**src/rtl/cpu_pipe_pkg.sv**
```systemverilog
// Shared pipeline types for the fetch front end.
// State encoding, PC-select codes and reset defaults.
package cpu_pipe_pkg;

  localparam logic [31:0] DEF_RESET_PC = 32'h0000_0000;
  localparam int          DEF_PC_STEP  = 4;

  typedef enum logic [1:0] {
    ST_IDLE  = 2'd0,
    ST_FETCH = 2'd1,
    ST_WAIT  = 2'd2,
    ST_REDIR = 2'd3
  } fetch_state_e;

  typedef enum logic [1:0] {
    PC_HOLD  = 2'd0,
    PC_INC   = 2'd1,
    PC_REDIR = 2'd2
  } pc_sel_e;

  function automatic logic [31:0] align_pc(
    input logic [31:0] a
  );
    return {a[31:2], 2'b00};
  endfunction

endpackage

```
**src/rtl/pc_next_mux.sv**
```systemverilog
// Next-PC select for the fetch unit.
// Hold, sequential increment, or word-aligned redirect.
module pc_next_mux
  import cpu_pipe_pkg::*;
#(
  parameter int PC_STEP = DEF_PC_STEP
) (
  input  logic [1:0]  sel,
  input  logic [32:1] pc,
  input  logic [32:1] redir_addr,
  output logic [32:1] pc_inc,
  output logic [32:1] pc_next
);

  assign pc_inc = pc + 32'(PC_STEP);

  // Pick the PC that the next edge loads.
  always_comb begin
    pc_next = pc;
    unique case (sel)
      PC_INC:   pc_next = pc_inc;
      PC_REDIR: pc_next = align_pc(redir_addr);
      default:  pc_next = pc;
    endcase
  end

endmodule

```
**src/rtl/fetch_redirect_unit.sv**
```systemverilog
// Fetch stage with branch redirect and IF/ID output register.
// One bubble after each redirect; stall freezes everything.
module fetch_redirect_unit
  import cpu_pipe_pkg::*;
#(
  parameter logic [31:0] RESET_PC = DEF_RESET_PC,
  parameter int          PC_STEP  = DEF_PC_STEP
) (
  input  logic        CLK,
  input  logic        Reset,
  input  logic        Stall_in,
  input  logic        Redirect_in,
  input  logic [32:1] RedirectAddress_in,
  output logic        IMemReq_out,
  output logic [32:1] IMemAddr_out,
  input  logic        IMemReady_in,
  input  logic [32:1] IMemData_in,
  output logic [32:1] Instr_out,
  output logic [32:1] PC_out,
  output logic [32:1] NextPC_out,
  output logic        Valid_out,
  output logic        Flush_out
);

  fetch_state_e state_q, state_d;
  pc_sel_e      pc_sel;
  logic [32:1]  pc_q, pc_inc, pc_next;
  logic         load, valid_d, flush_d;

  pc_next_mux #(
    .PC_STEP (PC_STEP)
  ) u_mux (
    .sel        (pc_sel),
    .pc         (pc_q),
    .redir_addr (RedirectAddress_in),
    .pc_inc     (pc_inc),
    .pc_next    (pc_next)
  );

  assign IMemAddr_out = pc_q;

  // Next state, PC select and capture control.
  always_comb begin
    state_d     = state_q;
    pc_sel      = PC_HOLD;
    load        = 1'b0;
    valid_d     = Valid_out;
    flush_d     = 1'b0;
    IMemReq_out = 1'b0;
    unique case (state_q)
      ST_IDLE: state_d = ST_FETCH;
      ST_FETCH, ST_WAIT: begin
        IMemReq_out = 1'b1;
        if (Redirect_in) begin
          pc_sel  = PC_REDIR;
          valid_d = 1'b0;
          flush_d = 1'b1;
          state_d = ST_REDIR;
        end else if (Stall_in) begin
          state_d = state_q;
        end else if (IMemReady_in) begin
          pc_sel  = PC_INC;
          load    = 1'b1;
          valid_d = 1'b1;
          state_d = ST_FETCH;
        end else begin
          valid_d = 1'b0;
          state_d = ST_WAIT;
        end
      end
      ST_REDIR: begin
        if (Redirect_in) begin
          pc_sel  = PC_REDIR;
          valid_d = 1'b0;
          flush_d = 1'b1;
        end else begin
          state_d = ST_FETCH;
        end
      end
      default: state_d = ST_IDLE;
    endcase
  end

  // State, PC and IF/ID output registers.
  always_ff @(posedge CLK or negedge Reset) begin
    if (!Reset) begin
      state_q    <= ST_IDLE;
      pc_q       <= RESET_PC;
      Instr_out  <= '0;
      PC_out     <= '0;
      NextPC_out <= '0;
      Valid_out  <= 1'b0;
      Flush_out  <= 1'b0;
    end else begin
      state_q   <= state_d;
      pc_q      <= pc_next;
      Valid_out <= valid_d;
      Flush_out <= flush_d;
      if (load) begin
        Instr_out  <= IMemData_in;
        PC_out     <= pc_q;
        NextPC_out <= pc_inc;
      end
    end
  end

endmodule

```
**config.mk**
```make
export PLATFORM = sky130hd
export DESIGN_NAME = fetch_redirect_unit
export DESIGN_NICKNAME = d
export VERILOG_FILES = /design/src/rtl/cpu_pipe_pkg.sv /design/src/rtl/pc_next_mux.sv /design/src/rtl/fetch_redirect_unit.sv
export SDC_FILE = /design/constraint.sdc
export NUM_CORES = 1
export LEC_CHECK = 0
export BUFFER_PORTS_ARGS = -buffer_cell sky130_fd_sc_hd__buf_2
export CAP_MARGIN = 30
export CORE_AREA = 4 4 115 117
export DETAILED_ROUTE_END_ITERATION = 8
export DIE_AREA = 0 0 119 121
export GPL_ROUTABILITY_DRIVEN = 0
export PLACE_DENSITY_LB_ADDON = 0.3
export SLEW_MARGIN = 20
export SYNTH_ARGS = -nofsm -noshare
export SYNTH_HDL_FRONTEND = slang
export SYNTH_SLANG_ARGS = --single-unit
```
**constraint.sdc**
```tcl
create_clock -name CLK -period 4.1 [get_ports CLK]
set_input_delay 0.41 -clock CLK [delete_from_list [all_inputs] [get_ports CLK]]
set_output_delay 0.41 -clock CLK [all_outputs]
set_load 0.03 [all_outputs]
```
==> results.toml, run 1 <==
[global_routing]
grt_usage_pct = 22.6
grt_antenna_before_repair = 1
grt_pass1_wl_um = 26000
grt_overflow_total = 0
top_usage_layer = "met2"
grt_use_met2_pct = 37.4
grt.met3_usage_pct = 5.59
grt_max_degree = 94
use_met1_pct = 28.6
grt_pass1_vias = 5113

[clock_tree]
cts_buffer_depth = 2
cts.sinks = 126
cts_buffers = 17
cts_resized = 0
cts_tree = "done"
postCtsSetupRepairBufs = 0
clk_pin_slew_worst_paths_ns = 0.05
htreeDepth = 4
ctsRootBufferMaster = "clkbuf_16"
clock_latency_ns = 0.41
holdBufCountCts = 0

[route]
drt_first_pass_iters = 6
drt-total-wl_um = 16000
antenna_left = 0
drt_iter0_drc = 341
wl_per_cell_um = 15.7
post-route-drc-count = 0
num_vias = 5320
routed_via_density = 5.20

[power]
power_density_nw_per_um2 = 925
ir_worst_vdd_v = 0.000391
p_leak_uw = 0.00382

[sta]
fmax_ghz = 0.326
finalSetupViolCount = 0
drv_slew = 0
finalCritPeriodShare_pct = 74.7
slew_headroom_pct = 42.6
rsz0062_at_grt = "no"
setup-tns-final_ns = 0
whs_ns = 0.0986
tightestPinTransition_ns = 0.862
period_needed_ns = 3.06
skew_ns = 0.00529
hold_violations = 0

[logic_synthesis]
netlist.area_leader.share_pct = 53.0
synth_top_cell_by_area = "dfrtp_1"
synthMuxAreaShare_pct = 0.504
synth_edf_count = 0
synth_top_family_by_area = "simple AND/OR/NAND/NOR gates"
ys_ff_latch = 126
synth_compound_area_share_pct = 11.2
synth.distinct_cells = 54
yosysSeqAreaShare_pct = 53.0
synth_area_um2 = 5950
netlist_top_cells_count = "232 x nand2_1, 126 x dfrtp_1, 47 x o21ai_0"
avgSynthCellArea_um2 = 8.87
synth.most_common_cell = "nand2_1"
synth_area_leaders = "dfrtp_1 53%, nand2_1 15%, o21ai_0 4.0%, xnor2_1 2.6%, clkbuf_1 2.5%"
synth_warnings = 0
async_flop_share_pct = 100
synth_fa_ha_area_share_pct = 0.841
synth_flop_cell = "dfrtp_1"
synthCells = 671
synthXorXnorAreaFrac_pct = 3.97
yosys.area_share.simple_pct = 25.3

[critical_path]
crit_required_ns = 4.39
r2r-end = "IMemAddr_out[19]"
r2r_slack_ns = 1.04
critPathMostFrequentCell = "inv_1"
reg2reg_depth = 9
endpoint = "IMemAddr_out[19]"
startpoint_type = "register"
endpoint_kind = "register"
startpoint = "state_q[0]"
worst_ep_arrival_time_ns = 3.35
regToRegStartpoint = "state_q[0]"
critPathKind = "register to register"
crit_chain = "inv_1 > ha_1 > inv_1 > nor4b_4 > inv_4 > ha_2 > buf_4 > nor4_1 > a311o_1"
cp_slowest_stage_delay_ns = 0.71
critPathMaxFanout = 42
crit_slowest_cell = "ha_2"

[cells_and_area]
drive_above_1_share_pct = 28.2
num_antenna_cells = 0
area.growth.synth_to_final_pct = 26.5
num-nets-final = 911

[min_path]
hold_class = "input pin to asynchronous set/reset pin"

[placement]
port_buffers = 191
dp_hpwl_um = 11100

[outcome]
status = "completed"

[floorplanning]
dieArea_um2 = 14400
core_um2 = 12400
die_x_um = 119
fp.dieH_um = 121
num_rows = 41
io_pins = 200
initial_core_util_pct = 48.2

[job]
cap_violations = 0
metrics by stage:
step                instance area, µm²  total power [µW]  setup WS, ns  util (%)  std cells
floorplan                         5970              4540         0.991         -        676
global placement                  6960              5430          1.13      56.3        991
detailed placement                6960              5540          1.04      56.3        991
CTS                               7530              7020          1.03      60.9       1023
global route                      7530              7410         0.794      60.9       1023
finish                            7530              6970          1.04      60.9       1023
worst max-delay path, delay by kind of cell (launching register included):
| kind | cells | cell delay (ns) |
|---|---|---|
| simple gates | 2 | 0.45 |
| compound gates | 1 | 0.34 |
| buf+inv | 4 | 0.71 |
| fa+ha+maj | 2 | 1.07 |
| flops | 1 | 0.37 |
layout by cell type (no fill, tap or decap), drive strengths merged, types with 6 or more instances in the layout:
master | synthesis | routed
a21oi | 13 | 13
a22oi | 12 | 12
buf | 15 | 198
clkbuf | 40 | 25
conb | 1 | 6
dfrtp | 126 | 126
inv | 14 | 14
nand2 | 232 | 232
nand3 | 21 | 21
nand4 | 8 | 8
nor2 | 28 | 28
nor3 | 14 | 14
nor4 | 7 | 7
o21ai | 51 | 51
or4 | 6 | 6
xnor2 | 18 | 18
xor2 | 9 | 9
state kept, by name, summed over array words and instances, names as in the netlist:
name / cells
IMemAddr_out: 30
state_q: 2
Flush_out: 1
NextPC_out: 30
Instr_out: 32
PC_out: 30
Valid_out: 1
layer usage:
layer  vias to the layer above  part of all wire, %
met1                      2561                   42
met5                         -                0.081
met4                         2                  1.9
met3                        29                  5.5
li1                       2555                    -
met2                       173                   51
kinds of logic after synthesis:
logic type	Yosys count
compound gates	107
xor+xnor	27
fa+ha+maj	4
buf+inv	69
flops	126
mux	3
other cells	1
simple gates	334
worst min-delay path by stage:
| stage | to | slack [ns] | depth (start not counted) |
|---|---|---|---|
| floorplan | Flush_out | 0.11 | 0 |
| global placement | Instr_out[6] | 0.45 | 2 |
| detailed placement | Instr_out[21] | 0.46 | 2 |
| CTS | NextPC_out[18] | 0.12 | 1 |
| global route | NextPC_out[16] | 0.15 | 1 |
| finish | NextPC_out[18] | 0.1 | 1 |
final cells by class:
class,count,area (µm²)
clock inverter,7,85.1
multi-input combinational,481,2520
timing repair buffer,198,1010
inverter,14,55.1
tap,172,215
sequential,126,3150
fill,1093,4830
clock buffer,25,485
power breakdown:
group | internal, µW | switching [µW] | total, µW | leakage, µW
combinational | 956 | 2230 | 3190 | 0.00201
clock | 938 | 518 | 1460 | 0.000285
sequential | 1810 | 510 | 2320 | 0.00152
total | 3710 | 3260 | 6970 | 0.00382
(Power assumes the default switching activity.)
==> inputs of run 2 (changes only) <==
==> constraint.sdc (replaced) <==
create_clock -name CLK -period 3.1 [get_ports CLK]
set_input_delay 0.31 -clock CLK [delete_from_list [all_inputs] [get_ports CLK]]
set_output_delay 0.31 -clock CLK [all_outputs]
set_load 0.03 [all_outputs]
==> run 2 against run 1 <==
Net effect: maximum frequency increased by 14%; via count decreased by 1.2%; global-route usage increased by 0.055 points; flip-flop and latch count unchanged; sequential share of layout area decreased by 0.60 points; clock power increased by 37%; worst hold slack got worse by 0.023 ns; register-to-register slack got worse by 0.63 ns; clock skew increased by 0.0078 ns; critical path depth increased by 1; critical path type unchanged.
==> results.toml, run 2 (synthesis results as in run 1) <==
[outcome]
status = "completed"

[critical_path]
cp.buffers_inverters = 5
crit_chain = "inv_1 > ha_1 > inv_1 > nor4b_4 > inv_4 > ha_2 > buf_12 > buf_4 > nor2_1 > o22a_1"
critPathMaxFanout = 38
endpoint_kind = "register"
startpoint_type = "register"
crit_slowest_cell = "ha_2"
worst_ep_arrival_time_ns = 3.00
cp_slowest_stage_delay_ns = 0.55
critPathKind = "register to register"
crit_family = "adder cells"
crit_required_ns = 3.41
critPathMostFrequentCell = "inv_1"

[clock_tree]
cts_resized = 0
cts_buffer_depth = 2
htreeDepth = 4
cts_tree = "done"
ctsRootBufferMaster = "clkbuf_16"
cts.sinks = 126
cts_buffers = 17
clock_latency_ns = 0.42
clk_pin_slew_worst_paths_ns = 0.05

[floorplanning]
fp.dieH_um = 121
die_x_um = 119
dieArea_um2 = 14400
initial_core_util_pct = 48.2
io_pins = 200
num_rows = 41
core_um2 = 12400

[global_routing]
grt_max_degree = 127
grt_pass1_wl_um = 26100
grt_overflow_total = 0
grt_usage_pct = 22.7
grt_antenna_before_repair = 1
grt_pass1_vias = 5189

[sta]
rsz0062_at_grt = "no"
fmax_ghz = 0.371
hold_violations = 0
setup-tns-final_ns = 0
tightestPinTransition_ns = 0.638
period_needed_ns = 2.69
finalCritPeriodShare_pct = 86.8
slew_headroom_pct = 57.4
finalSetupViolCount = 0
whs_ns = 0.0751
drv_slew = 0
skew_ns = 0.0131

[route]
num_vias = 5258
routed_via_density = 5.13
post-route-drc-count = 0
wl_per_cell_um = 15.4
drt_iter0_drc = 331
drt-total-wl_um = 15800
antenna_left = 0
drt_first_pass_iters = 5

[power]
p_leak_uw = 0.00387
power_density_nw_per_um2 = 1220
p_total_uw = 9320
ir_worst_vdd_v = 0.000513

[cells_and_area]
nFillCells = 1093
stdcell_area_um2 = 7640
ff_latch_area_um2 = 3150
num_antenna_cells = 0
num-nets-final = 915
mostFrequentLayoutCell = "nand2_1"
largest_reg_flops = 32
area.growth.synth_to_final_pct = 28.4
final_cell_mix = "232 x nand2_1, 190 x buf_2, 126 x dfrtp_1"
multi_input_area_um2 = 2520
drive_above_1_share_pct = 28.7
regMostFlops = "Instr_out"

[job]
cap_violations = 0

[min_path]
hold_class = "input pin to register"

[placement]
dp_hpwl_um = 11000
port_buffers = 191
post_dp_cell_area_um2 = 7030
-- run 2: area by class of cell --
class,instances,area share [%]
clock buffers,25,6.88
clock inverters,5,1.01
inverters,14,0.720
multi-input cells,481,33.0
flip-flops and latches,126,41.3
well taps,172,2.82
repair buffers,202,14.3
-- run 2: stage by stage --
stage	util (%)	setup WS, ns	instances
final	61.8	0.408	1025
after global routing	61.8	0.244	1025
after CTS	61.8	0.394	1025
after detailed placement	56.9	0.416	994
after global placement	56.6	0.486	993
after floorplan	-	0.0913	676
-- run 2: final timing paths --
path	to	start	slack (ns)	cells after the start
max in group asynchronous	NextPC_out[14]	Reset	2.01	3
hold reg to reg	Instr_out[12]	Instr_out[12]	0.46	2
setup reg to reg	IMemAddr_out[9]	state_q[0]	0.41	10
min in group asynchronous	Instr_out[8]	Reset	0.38	2
hold / removal	Instr_out[18]	IMemData_in[18]	0.08	3
setup / recovery	IMemAddr_out[9]	state_q[0]	0.41	10
-- run 2: where the power goes --
group	internal [µW]	total [µW]	leakage, µW	switching [µW]
logic	1300	4250	0.00205	2960
clock network	1320	2000	0.000297	684
registers	2400	3070	0.00152	669
-- run 2: tightest hold or removal path, cell delays in order --
cell     delay (ns)
buf_2          0.07
nand2_1        0.04
nand2_1        0.05
-- run 2: per-layer routing --
layer | up-vias | GRT usage, % | wire, µm
li1 | 2562 | - | -
met1 | 2511 | 29.1 | 6760
met2 | 168 | 37.4 | 7980
met3 | 15 | 6.34 | 928
met4 | 2 | 6.95 | 149
met5 | - | 0 | 7
-- run 2: repair_timing --
action,4_1_cts,5_1_grt
hold endpoints to repair,43,0
buffers inserted,0,0
hold buffers,1,0
